--- src/rtl/axi_lite_master.sv ---
// -----------------------------------------------------------------------------
// axi_lite_master
//   Single-outstanding AXI4-Lite master. It bridges a simple user request port
//   onto the AW/W/B and AR/R channels. One write or one read is in flight at a
//   time. Completion is signalled by a one-cycle pulse on 'ready'.
//
// Parameters
//   ADDR_WIDTH  address width (AWADDR/ARADDR/aw_addr/ar_addr)
//   DATA_WIDTH  data width (WDATA/RDATA/w_data/r_data); strobes DATA_WIDTH/8
//
// Ports
//   ACLK, ARESET                clock; asynchronous active-high reset
//   AW*: AWVALID/AWADDR out, AWREADY in       write address channel
//   W* : WVALID/WDATA/WSTRB out, WREADY in    write data channel
//   B* : BREADY out, BVALID/BRESP in          write response channel
//   AR*: ARVALID/ARADDR out, ARREADY in       read address channel
//   R* : RREADY out, RVALID/RDATA in          read data channel
//   valid / valid_r             user write / read request (sampled in IDLE)
//   aw_addr, w_data, w_strb     user write address, data, strobes
//   ar_addr                     user read address
//   r_data                      last captured read data
//   ready                       one-cycle completion pulse
//   resp_err                    (AXI_MASTER_RESP_ERR_EN only) pulses with
//                               ready when the captured BRESP is not OKAY
//
// Optional feature macro: AXI_MASTER_RESP_ERR_EN
// -----------------------------------------------------------------------------
module axi_lite_master #(
    parameter int ADDR_WIDTH = 32,
    parameter int DATA_WIDTH = 32
) (
    input  logic                      ACLK,
    input  logic                      ARESET,
    input  logic                      AWREADY,
    output logic                      AWVALID,
    output logic [ADDR_WIDTH-1:0]     AWADDR,
    input  logic                      WREADY,
    output logic                      WVALID,
    output logic [DATA_WIDTH-1:0]     WDATA,
    output logic [DATA_WIDTH/8-1:0]   WSTRB,
    input  logic [1:0]                BRESP,
    input  logic                      BVALID,
    output logic                      BREADY,
    input  logic                      ARREADY,
    output logic                      ARVALID,
    output logic [ADDR_WIDTH-1:0]     ARADDR,
    input  logic [DATA_WIDTH-1:0]     RDATA,
    input  logic                      RVALID,
    output logic                      RREADY,
    input  logic                      valid_r,
    input  logic                      valid,
    input  logic [ADDR_WIDTH-1:0]     ar_addr,
    input  logic [ADDR_WIDTH-1:0]     aw_addr,
    input  logic [DATA_WIDTH-1:0]     w_data,
    input  logic [DATA_WIDTH/8-1:0]   w_strb,
    output logic [DATA_WIDTH-1:0]     r_data,
    output logic                      ready
`ifdef AXI_MASTER_RESP_ERR_EN
    ,
    output logic                      resp_err
`endif
);

    typedef enum logic [2:0] {
        S_IDLE,
        S_WR_ADDR_DATA,
        S_WR_RESP,
        S_RD_ADDR,
        S_RD_DATA,
        S_DONE
    } state_t;

    state_t state_q, state_d;

    logic                    awvalid_q, awvalid_d;
    logic                    wvalid_q,  wvalid_d;
    logic                    bready_q,  bready_d;
    logic                    arvalid_q, arvalid_d;
    logic                    rready_q,  rready_d;
    logic [ADDR_WIDTH-1:0]   awaddr_q,  awaddr_d;
    logic [DATA_WIDTH-1:0]   wdata_q,   wdata_d;
    logic [DATA_WIDTH/8-1:0] wstrb_q,   wstrb_d;
    logic [ADDR_WIDTH-1:0]   araddr_q,  araddr_d;
    logic [DATA_WIDTH-1:0]   rdata_q,   rdata_d;

    // A channel is still pending next cycle unless its handshake fires now.
    // Once a VALID has dropped the channel counts as done.
    logic aw_pending, w_pending;
    assign aw_pending = awvalid_q & ~AWREADY;
    assign w_pending  = wvalid_q  & ~WREADY;

`ifdef AXI_MASTER_RESP_ERR_EN
    logic [1:0] bresp_q, bresp_d;
`else
    logic bresp_unused;
    assign bresp_unused = ^BRESP;
`endif

    // State register
    always_ff @(posedge ACLK or posedge ARESET) begin
        if (ARESET) begin
            state_q <= S_IDLE;
        end else begin
            state_q <= state_d;
        end
    end

    // Next-state logic
    always_comb begin
        state_d = state_q;
        unique case (state_q)
            S_IDLE: begin
                // A write takes priority; a simultaneous read is dropped.
                if (valid) begin
                    state_d = S_WR_ADDR_DATA;
                end else if (valid_r) begin
                    state_d = S_RD_ADDR;
                end
            end
            S_WR_ADDR_DATA: if (!aw_pending && !w_pending) state_d = S_WR_RESP;
            S_WR_RESP:      if (BVALID && bready_q)        state_d = S_DONE;
            S_RD_ADDR:      if (ARREADY && arvalid_q)      state_d = S_RD_DATA;
            S_RD_DATA:      if (RVALID && rready_q)        state_d = S_DONE;
            S_DONE:         state_d = S_IDLE;
            default:        state_d = S_IDLE;
        endcase
    end

    // Output logic: next values of the registered channel signals, plus the
    // Moore completion pulse. Every VALID/READY is registered so none of them
    // depends combinationally on the slave's handshake inputs.
    always_comb begin
        awvalid_d = awvalid_q;
        wvalid_d  = wvalid_q;
        bready_d  = bready_q;
        arvalid_d = arvalid_q;
        rready_d  = rready_q;
        awaddr_d  = awaddr_q;
        wdata_d   = wdata_q;
        wstrb_d   = wstrb_q;
        araddr_d  = araddr_q;
        rdata_d   = rdata_q;
`ifdef AXI_MASTER_RESP_ERR_EN
        bresp_d   = bresp_q;
`endif
        unique case (state_q)
            S_IDLE: begin
`ifdef AXI_MASTER_RESP_ERR_EN
                // Clear any stale response so a read never flags an error.
                if (valid || valid_r) bresp_d = 2'b00;
`endif
                if (valid) begin
                    awaddr_d  = aw_addr;
                    wdata_d   = w_data;
                    wstrb_d   = w_strb;
                    awvalid_d = 1'b1;
                    wvalid_d  = 1'b1;
                end else if (valid_r) begin
                    araddr_d  = ar_addr;
                    arvalid_d = 1'b1;
                end
            end
            S_WR_ADDR_DATA: begin
                awvalid_d = aw_pending;
                wvalid_d  = w_pending;
                if (!aw_pending && !w_pending) bready_d = 1'b1;
            end
            S_WR_RESP: begin
                if (BVALID && bready_q) begin
                    bready_d = 1'b0;
`ifdef AXI_MASTER_RESP_ERR_EN
                    bresp_d  = BRESP;
`endif
                end
            end
            S_RD_ADDR: begin
                if (ARREADY && arvalid_q) begin
                    arvalid_d = 1'b0;
                    rready_d  = 1'b1;
                end
            end
            S_RD_DATA: begin
                if (RVALID && rready_q) begin
                    rdata_d  = RDATA;
                    rready_d = 1'b0;
                end
            end
            default: ;
        endcase
    end

    assign ready = (state_q == S_DONE);

`ifdef AXI_MASTER_RESP_ERR_EN
    assign resp_err = (state_q == S_DONE) && (bresp_q != 2'b00);
`endif

    // Channel and datapath registers
    always_ff @(posedge ACLK or posedge ARESET) begin
        if (ARESET) begin
            awvalid_q <= 1'b0;
            wvalid_q  <= 1'b0;
            bready_q  <= 1'b0;
            arvalid_q <= 1'b0;
            rready_q  <= 1'b0;
            awaddr_q  <= '0;
            wdata_q   <= '0;
            wstrb_q   <= '0;
            araddr_q  <= '0;
            rdata_q   <= '0;
`ifdef AXI_MASTER_RESP_ERR_EN
            bresp_q   <= 2'b00;
`endif
        end else begin
            awvalid_q <= awvalid_d;
            wvalid_q  <= wvalid_d;
            bready_q  <= bready_d;
            arvalid_q <= arvalid_d;
            rready_q  <= rready_d;
            awaddr_q  <= awaddr_d;
            wdata_q   <= wdata_d;
            wstrb_q   <= wstrb_d;
            araddr_q  <= araddr_d;
            rdata_q   <= rdata_d;
`ifdef AXI_MASTER_RESP_ERR_EN
            bresp_q   <= bresp_d;
`endif
        end
    end

    assign AWVALID = awvalid_q;
    assign WVALID  = wvalid_q;
    assign BREADY  = bready_q;
    assign ARVALID = arvalid_q;
    assign RREADY  = rready_q;
    assign AWADDR  = awaddr_q;
    assign WDATA   = wdata_q;
    assign WSTRB   = wstrb_q;
    assign ARADDR  = araddr_q;
    assign r_data  = rdata_q;

endmodule

--- config.mk ---
export PLATFORM = sky130hd
export DESIGN_NAME = axi_lite_master
export DESIGN_NICKNAME = d
export VERILOG_FILES = /design/src/rtl/axi_lite_master.sv
export SDC_FILE = /design/constraint.sdc
export NUM_CORES = 1
export LEC_CHECK = 0
export ABC_CLOCK_PERIOD_IN_PS = 4600
export BUFFER_PORTS_ARGS = -buffer_cell sky130_fd_sc_hd__buf_2
export CAP_MARGIN = 20
export CORE_MARGIN = 5
export CORE_UTILIZATION = 34
export DETAILED_ROUTE_END_ITERATION = 7
export GPL_TIMING_DRIVEN = 0
export PLACE_DENSITY = 0.65
export SLEW_MARGIN = 20
export SYNTH_ARGS = -nofsm -noshare
export SYNTH_HDL_FRONTEND = slang
export SYNTH_SLANG_ARGS = --single-unit
--- constraint.sdc ---
create_clock -name ACLK -period 4.6 [get_ports ACLK]
set_clock_uncertainty 0.1 [all_clocks]
set_input_delay 1.15 -clock ACLK [delete_from_list [all_inputs] [get_ports ACLK]]
set_output_delay 1.15 -clock ACLK [all_outputs]
set_load 0.02 [all_outputs]
==> run metrics, run 1 <==
share of cells above drive strength 1 73.2%; area post-placement 7650 um2; multiplexer share of the synthesized area 31.4%; Setup TNS 0 ps; Clock Sink Count 140; antenna fix cells 0; Net Sw Power 2.41 mW; Compound-Gate Fraction of Synth Area 1.89%; Slew Limit Fails 0; Max-Cap Viols 0; antenna violations before repair 0; worst hold path class register to register; input/output buffers approximately 280; fmax 392 MHz; largest family of logic cells by synthesized area multiplexers; type of origin of the critical path register; CP Buf/Inv Count 2; crit path kind register to output pin; Worst Path Required around 3400 ps; Pwr Density 796 nW/um2; # resized after CTS 0; R2R Setup Slk 2900 ps; maximum vdd drop 0.413 mV; period utilization 55.4%; routed vias/inst 4.44; Synth Area in Simple Gates ~2.5%; fin cells a little under 900; Hold-fix buffers, CTS 0; Syn Std Cell Area approximately 6000 um2; worst path cell trace buf_6 -> nand2_1 -> nor2_1 -> buf_2; crit-path leading delay family flip-flops; Max-slew headroom between 60% and 70%; Distinct cells, synth 32; Synth-to-Final Area Change 39.7%; nets@finish a little under 800; GPL Wtd Cong 0.823; fin area 8240 um2; crit-path max FO 10; fillcell total approximately 1,500; detailed-placement wirelength estimate 11,400 um; share of the yosys chip area belonging to registers 59.4%; DRT Pass-1 Iters 4; first-pass GRT wire length roughly 23,000 um; Starting DRT DRC Count 86; Comb power frac 46.0%; Synth Instances 331; Die Height 142 um; most frequent cells in the layout 278 x buf_2, 140 x dfrtp_1, 97 x mux2_4, 35 x mux2_2, 17 x clkbuf_16; final WL about 15,000 um; CP peak stage delay about 400 ps; Avg Inst Size Synth 17.8 um2; vias in the first global route 4,421; clock power share between 20% and 30%; commonest non-fill, non-tap cell in the layout buf_2; post-CTS setup buffers 0; Worst setup EP type output pin; wire per inst 16.9 um; RSZ-0062 raised after global routing no; All-Layer GR Usage between 10 and 15%; Final Hold Viols 0; starting density of the core 34.3%; pin count of the biggest net entering global routing 37; synthesis warning total 0; Die Wd 142 um; CTS tree yes; gr ovfl total 0; die area approximately 20,000 um2; total CTS buffers 17; XOR/XNOR share of the synthesized area 0%; row cnt 48; syn_nets about 470; root buffer cell clkbuf_16; Power, Total around 6.6 mW; Tmin final 2550 ps; setup violators final 0; Placeable Area 17,200 um2; Slew @ Worst Pin 529 ps; leakage power 4.19 nW; Ports 281; worst-case clock buffer depth 2; Seq pwr share between 30% and 40%; CTS clk-pin slew, worst paths 60 ps; cell internal pwr 4.14 mW; Max stage delay cell, worst path dfrtp_1; CP arrival 1300 ps; Seq cells post-synth 140; later-pin clock latency in the skew report 410 ps; Synth Area in Adders 0%; Detail Route Antenna Nets 0; H-tree levels 4; switch share 36.8%; DRC viols 0; Placed Instances 838; status finished, final reports clean; vias 3,867
==> cell usage after synthesis (all sizes together) <==
library cell | count | area, um2
a21boi | 1 | 7.51
a22o | 1 | 8.76
a21oi | 3 | 15.0
o32ai | 1 | 8.76
a31oi | 2 | 12.5
nor2 | 6 | 41.3
a311oi | 1 | 8.76
dfrtp | 140 | 3500
nand2 | 6 | 27.5
a211o | 1 | 10.0
o41ai | 1 | 8.76
nor2b | 1 | 6.26
o21ai | 3 | 15.0
nand2b | 3 | 18.8
inv | 4 | 15.0
mux2 | 132 | 1850
buf | 17 | 269
o21bai | 1 | 7.51
nand3 | 1 | 5.00
and3 | 1 | 6.26
and2b | 1 | 8.76
and2 | 1 | 8.76
a31o | 1 | 8.76
nor3 | 1 | 16.3
nand4 | 1 | 6.26
==> cell families after synthesis <==
logic type / count (synthesis)
multiplexers: 132
buffers and inverters: 21
AO/OA/AOI/OAI: 16
flip-flops: 140
AND/OR/NAND/NOR: 22
==> worst reg2reg max path, cell delays in order, from the launching register on <==
cell and delay, ps:
dfrtp_1 410, buf_6 160, nor2_2 110, nand2_2 100, nor2_8 200, buf_8 190
mux2_4 320
==> power by group through the flow <==
stage          Clock [mW]  Combinational, mW  Sequential (mW)
2_1_floorplan           0               1.33             2.94
3_3_place_gp            0               2.99             2.18
3_5_place_dp            0               3.05             2.21
4_1_cts              1.39               3.06             2.20
5_1_grt              1.45               3.19             2.28
6_report             1.35               3.01             2.19
==> metrics by stage <==
stage / setup slack (ps) / util [%] / hold slack, ps
6_report: 2050 / 47.9 / 398
5_1_grt: 1940 / 47.9 / 419
4_1_cts: 2020 / 47.9 / 401
3_5_place_dp: 2170 / 44.5 / 387
3_3_place_gp: 810 / 44.1 / 385
2_1_floorplan: 1600 / - / 527
==> flip-flops by register name (all words and copies together), names as in the netlist <==
name     count
BREADY       1
WVALID       1
AWVALID      1
ARADDR      32
WDATA       32
state_q      3
ARVALID      1
AWADDR      32
RREADY       1
r_data      32
WSTRB        4
==> routing by layer <==
layer / global-route usage, % / wire, um / share of wire (%)
met4: 6.01 / 271 / 1.8
met5: 0 / 0 / 0
met2: 24.3 / 7290 / 50
met1: 17.1 / 5840 / 40
met3: 5.39 / 1260 / 8.6
==> worst paths after layout <==
path,start,endpoint,cells past startpoint
worst min register to register,ARADDR[8],ARADDR[8],1
worst max register to register,state_q[0],r_data[15],6
min in group asynchronous,ARESET,r_data[12],2
worst min-delay path,ARADDR[8],ARADDR[8],1
max in group asynchronous,ARESET,WDATA[7],4
worst max-delay path,state_q[0],ready,4
==> layout make-up <==
| class | count | area (um2) | share of cell area, % |
|---|---|---|---|
| plain buffers | 17 | 269 | 3.27 |
| well taps | 225 | 282 | 3.42 |
| repair buffers | 282 | 1470 | 17.9 |
| clock inverters | 13 | 141 | 1.72 |
| flip-flops and latches | 140 | 3500 | 42.5 |
| inverters | 4 | 18.8 | 0.228 |
| clock buffers | 19 | 443 | 5.38 |
| multi-input cells | 170 | 2110 | 25.6 |
Note: power is estimated with default switching activity, not from simulation.
==> run 2: changes to the inputs <==
ABC_CLOCK_PERIOD_IN_PS = 2500   (was 4600)
PLACE_DENSITY = 0.63   (was 0.65)
clock period = 2.5 ns   (was 4.6 ns; I/O delays follow)
==> run metrics, run 2 (same netlist as run 1, synthesis figures left out) <==
total CTS buffers 17; antenna violations before repair 1; Starting DRT DRC Count 77; routed vias/inst 4.41; Pwr Density 1470 nW/um2; Placed Instances 838; crit-path leading delay family flip-flops; Slew Limit Fails 0; Final Hold Viols 0; Synth-to-Final Area Change 40.5%; RSZ-0062 raised after global routing no; dpl ws 665 ps; vias in the first global route 4,302; row cnt 48; wire per inst 16.3 um; worst-case clock buffer depth 2; fmax 502 MHz; first-pass GRT wire length roughly 23,000 um; most frequent cells in the layout 278 x buf_2, 140 x dfrtp_1, 97 x mux2_4, 35 x mux2_2, 17 x clkbuf_16; Max stage delay cell, worst path dfrtp_1; vias ~3,800; Max-Cap Viols 0; maximum vdd drop 0.596 mV; PnR worst setup slack 509 ps; Worst Path Required about 1800 ps; pin count of the biggest net entering global routing 36; later-pin clock latency in the skew report 400 ps; detailed-placement wirelength estimate ~11,000 um; Die Wd around 140 um; worst path cell trace buf_6 -> nand2_1 -> nor2_1 -> buf_2; input/output buffers between 200 and 300; DRC viols 0; setup violators final 0; CTS tree yes; gr ovfl total 0; CTS clk-pin slew, worst paths roughly 60 ps; Tmin final 1990 ps; nets@finish roughly 780; Hold-fix buffers, CTS 0; root buffer cell clkbuf_16; post-CTS setup buffers 0; # resized after CTS 0; DRT Pass-1 Iters 4; All-Layer GR Usage between 10 and 15%; H-tree levels 4; CP peak stage delay 400 ps; fin cells 870; CP Buf/Inv Count 2; starting density of the core 34.3%; crit path kind register to output pin; CP arrival between 1000 and 1500 ps; status finished, final reports clean; commonest non-fill, non-tap cell in the layout buf_2; worst hold path class input port to asynchronous set/reset pin; Detail Route Antenna Nets 0; final WL between 10,000 and 15,000 um; Slew @ Worst Pin approximately 500 ps; die area 20,100 um2; leakage power 4.21 nW; Clock Sink Count 140; period utilization 79.6%; Worst setup EP type output pin; Ports around 280; GPL Wtd Cong 0.865; crit-path max FO 10; Placeable Area between 15,000 and 20,000 um2; antenna fix cells 0; Die Height roughly 140 um; type of origin of the critical path register; Max-slew headroom around two thirds; share of cells above drive strength 1 73.2%
## run 2: cell count changes in the layout (fill, tap and decap cells not counted)
cell	previous run	this run
bufinv_16	2	4
clkbuf_8	1	0
buf_16	0	1
clkinv_4	2	3
clkinvlp_4	4	3
inv_6	3	2
buf_12	12	11
## run 2: layout make-up
type	count	area, um2
fillers	1548	8890
flip-flops and latches	140	3500
multi-input cells	170	2110
repair buffers	282	1480
clock buffers	18	429
well taps	225	282
plain buffers	17	269
clock inverters	14	194
inverters	4	18.8
## run 2: path summary, 6_finish.rpt
| kind | start | end | cells past startpoint | slack, ps |
|---|---|---|---|---|
| worst max-delay path | state_q[0] | ready | 4 | 510 |
| worst min-delay path | ARESET | ARADDR[24] | 2 | 150 |
| worst min register to register | ARADDR[26] | ARADDR[26] | 1 | 400 |
| max in group asynchronous | ARESET | AWADDR[14] | 4 | 1440 |
| min in group ACLK | AWREADY | AWVALID | 2 | 310 |
| worst max register to register | state_q[0] | r_data[5] | 6 | 790 |
## run 2: where the power goes
part,switching (mW),internal [mW]
Clock,0.973,1.68
Sequential,0.605,3.42
Combinational,2.82,2.70
Total,4.40,7.80
## run 2: per-stage QoR
step | setup TNS, ps | hold WS (ps) | cell area (um2) | total power [mW] | utilization, %
2_1_floorplan | 0 | 527 | 5900 | 7.87 | -
3_3_place_gp | -109830 | 383 | 7570 | 9.50 | 44.1
6_report | 0 | 149 | 8280 | 12.2 | 48.2
3_5_place_dp | 0 | 386 | 7660 | 9.64 | 44.6
5_1_grt | 0 | 161 | 8280 | 12.9 | 48.2
4_1_cts | 0 | 140 | 8280 | 12.4 | 48.2
## run 2: metal layers
metal / track usage (%) / up-vias / part of all wire, %
li1: - / 1767 / -
met1: 17.8 / 1887 / 40
met2: 23.2 / 170 / 50
met3: 4.95 / 13 / 8.7
met4: 3.84 / 2 / 1.0
met5: 0 / - / 0.092
==> run 3: changes to the inputs <==
ABC_AREA = 1   (was unset)
ABC_CLOCK_PERIOD_IN_PS = 1800   (was 2500)
PLACE_DENSITY = 0.66   (was 0.63)
clock period = 1.8 ns   (was 2.5 ns; I/O delays follow)
==> run metrics, run 3 <==
total CTS buffers 17; starting density of the core about a third; syn_nets 771; Setup TNS 0 ps; antenna violations before repair 1; Distinct cells, synth 23; most numerous cell in the Yosys netlist nand2_1; CTS tree yes; type of origin of the critical path register; Placeable Area 16,400 um2; leakage power 4.81 nW; Worst Path Required 1250 ps; RSZ-0062 raised after global routing no; Tmin final approximately 1700 ps; Die Wd 139 um; CP arrival 1180 ps; Post-synth EDFFs 0; synthesis warning total 0; period utilization between 90 and 100%; share of the yosys chip area belonging to registers between 60 and 70%; crit path kind register to output pin; R2R cell count 7; status finished, final reports clean; final WL 17,100 um; Synth-to-Final Area Change 44.4%; Avg Inst Size Synth ~9.0 um2; wire per inst 14.6 um; die area 19,300 um2; Final Hold Slack 135 ps; Syn Std Cell Area 5640 um2; gr ovfl total 0; row cnt 47; Seq cells post-synth 140; detailed-placement wirelength estimate about 13,000 um; Max-slew headroom 65.3%; R2R Setup Slk 130 ps; top_reg_cell synth dfrtp_1; Slew @ Worst Pin 520 ps; Hold Path Depth 3; RR Endpoint AWADDR[13]; leading post-synthesis cells by cell area dfrtp_1 62%, nand2_1 19%, o21ai_0 8.1%, inv_1 2.6%, buf_6 1.6%; worst hold path class input port to register; routed vias/inst 4.44; vias in the first global route between 5,000 and 6,000; most frequent cells in the layout 286 x buf_2, 283 x nand2_1, 137 x dfrtp_1, 91 x o21ai_0, 38 x inv_1; share of synthesized flip-flops with an asynchronous set or reset between 90% and 100%; worst-case clock buffer depth 2; Clock Sink Count 140; antenna fix cells 0; DRT Pass-1 Iters 4; maximum vdd drop 0.562 mV; Hold Startpoint w_data[28]; Worst setup EP type output pin; Pwr Density 933 nW/um2; RR Startpoint state_q[2]; Die Height 139 um; Hold Path Sink WDATA[28]; crit-path max FO 2; input/output buffers 278; Max-Cap Viols 0; synth cell count leaders 284 x nand2_1, 140 x dfrtp_1, 91 x o21ai_0, 39 x inv_1, 13 x o21ai_1; later-pin clock latency in the skew report roughly 410 ps; Detail Route Antenna Nets 0; DRC viols 0; CTS clk-pin slew, worst paths 60 ps; fmax 579 MHz; area leader, netlist dfrtp_1; commonest non-fill, non-tap cell in the layout buf_2; H-tree levels 4; area share of the largest cell type after synthesis 62.2%; All-Layer GR Usage 17.6%; share of cells above drive strength 1 between 30% and 40%; Starting DRT DRC Count 206; Synth Instances 628; Ports around 280; first-pass GRT wire length 27,400 um; Slew Limit Fails 0; nets@finish 1,079; pin count of the biggest net entering global routing 33; Final Hold Viols 0; Setup crit start state_q[1]; vias roughly 5,200; GPL Wtd Cong about 0.84; root buffer cell clkbuf_16; setup violators final 0
-- run 3: changes by cell type after synthesis, sizes merged, moves of 2 or more --
cell	delta
a31oi	-2
buf	+5
clkbuf	+12
inv	+38
mux2	-132
nand2	+280
nand2b	-3
nand3	+5
nand4	+2
o21ai	+101
-- run 3: critical path, cell delays in order (launching register included) --
cell	delay, ps
dfrtp_2	430
inv_4	70
nand2_4	50
nor2_4	110
buf_6	120
-- run 3: cell families (layout without fill, tap and decap cells) --
| family | Yosys count | count (layout) | share of synthesized area [%] |
|---|---|---|---|
| buffers and inverters | 76 | 397 | 6.66 |
| AO/OA/AOI/OAI | 109 | 109 | 9.81 |
| flip-flops | 140 | 140 | 62.2 |
| AND/OR/NAND/NOR | 303 | 303 | 21.4 |
-- run 3: through the flow --
stage	std cells	setup WS (ps)	cell area [um2]	power, mW	utilization, %
4_1_cts	1166	4.54	8100	7.71	49.3
2_1_floorplan	628	-499	5640	3.55	-
5_1_grt	1169	5.38	8140	7.91	49.6
6_report	1169	74.3	8140	7.59	49.6
3_3_place_gp	1126	-1490	7310	3.84	44.5
3_5_place_dp	1131	13.7	7420	3.87	45.2
-- run 3: per-layer routing --
layer | vias to the layer above | GRT usage [%] | part of all wire [%]
met5 | - | 0 | 0.041
met4 | 2 | 4.84 | 1.5
met3 | 18 | 7.24 | 8.3
met2 | 204 | 28.8 | 48
met1 | 2394 | 21.8 | 43
li1 | 2577 | - | -
-- run 3: area by class of cell --
type / count / area (um2)
Fill cell: 1594 / 8270
Sequential cell: 140 / 3510
Multi-Input combinational cell: 412 / 1770
Timing Repair Buffer: 289 / 1560
Clock buffer: 20 / 457
Tap cell: 220 / 275
Buffer: 34 / 218
Clock inverter: 12 / 184
Inverter: 42 / 164
-- run 3: report_power, final --
group | total [mW] | internal, mW | switching [mW]
registers | 3.26 | 3.23 | 0.0387
logic | 0.542 | 0.220 | 0.322
clock network | 3.78 | 2.41 | 1.37
-- run 3: what timing repair did --
action	in CTS	in global routing
resized for setup	5	5
hold endpoints to repair	9	0
setup buffers	2	3
pin swaps	0	1
hold buffers	1	0
endpoints found under the setup margin	1	1
-- run 3: worst max path at each step --
stage                end  slack, ps  cells past startpoint
6_report           ready         70                      4
5_1_grt            ready          5                      4
4_1_cts            ready          5                      3
3_5_place_dp     AWVALID         10                      7
3_3_place_gp   WDATA[15]      -1490                      2
2_1_floorplan  ARADDR[0]       -500                      1
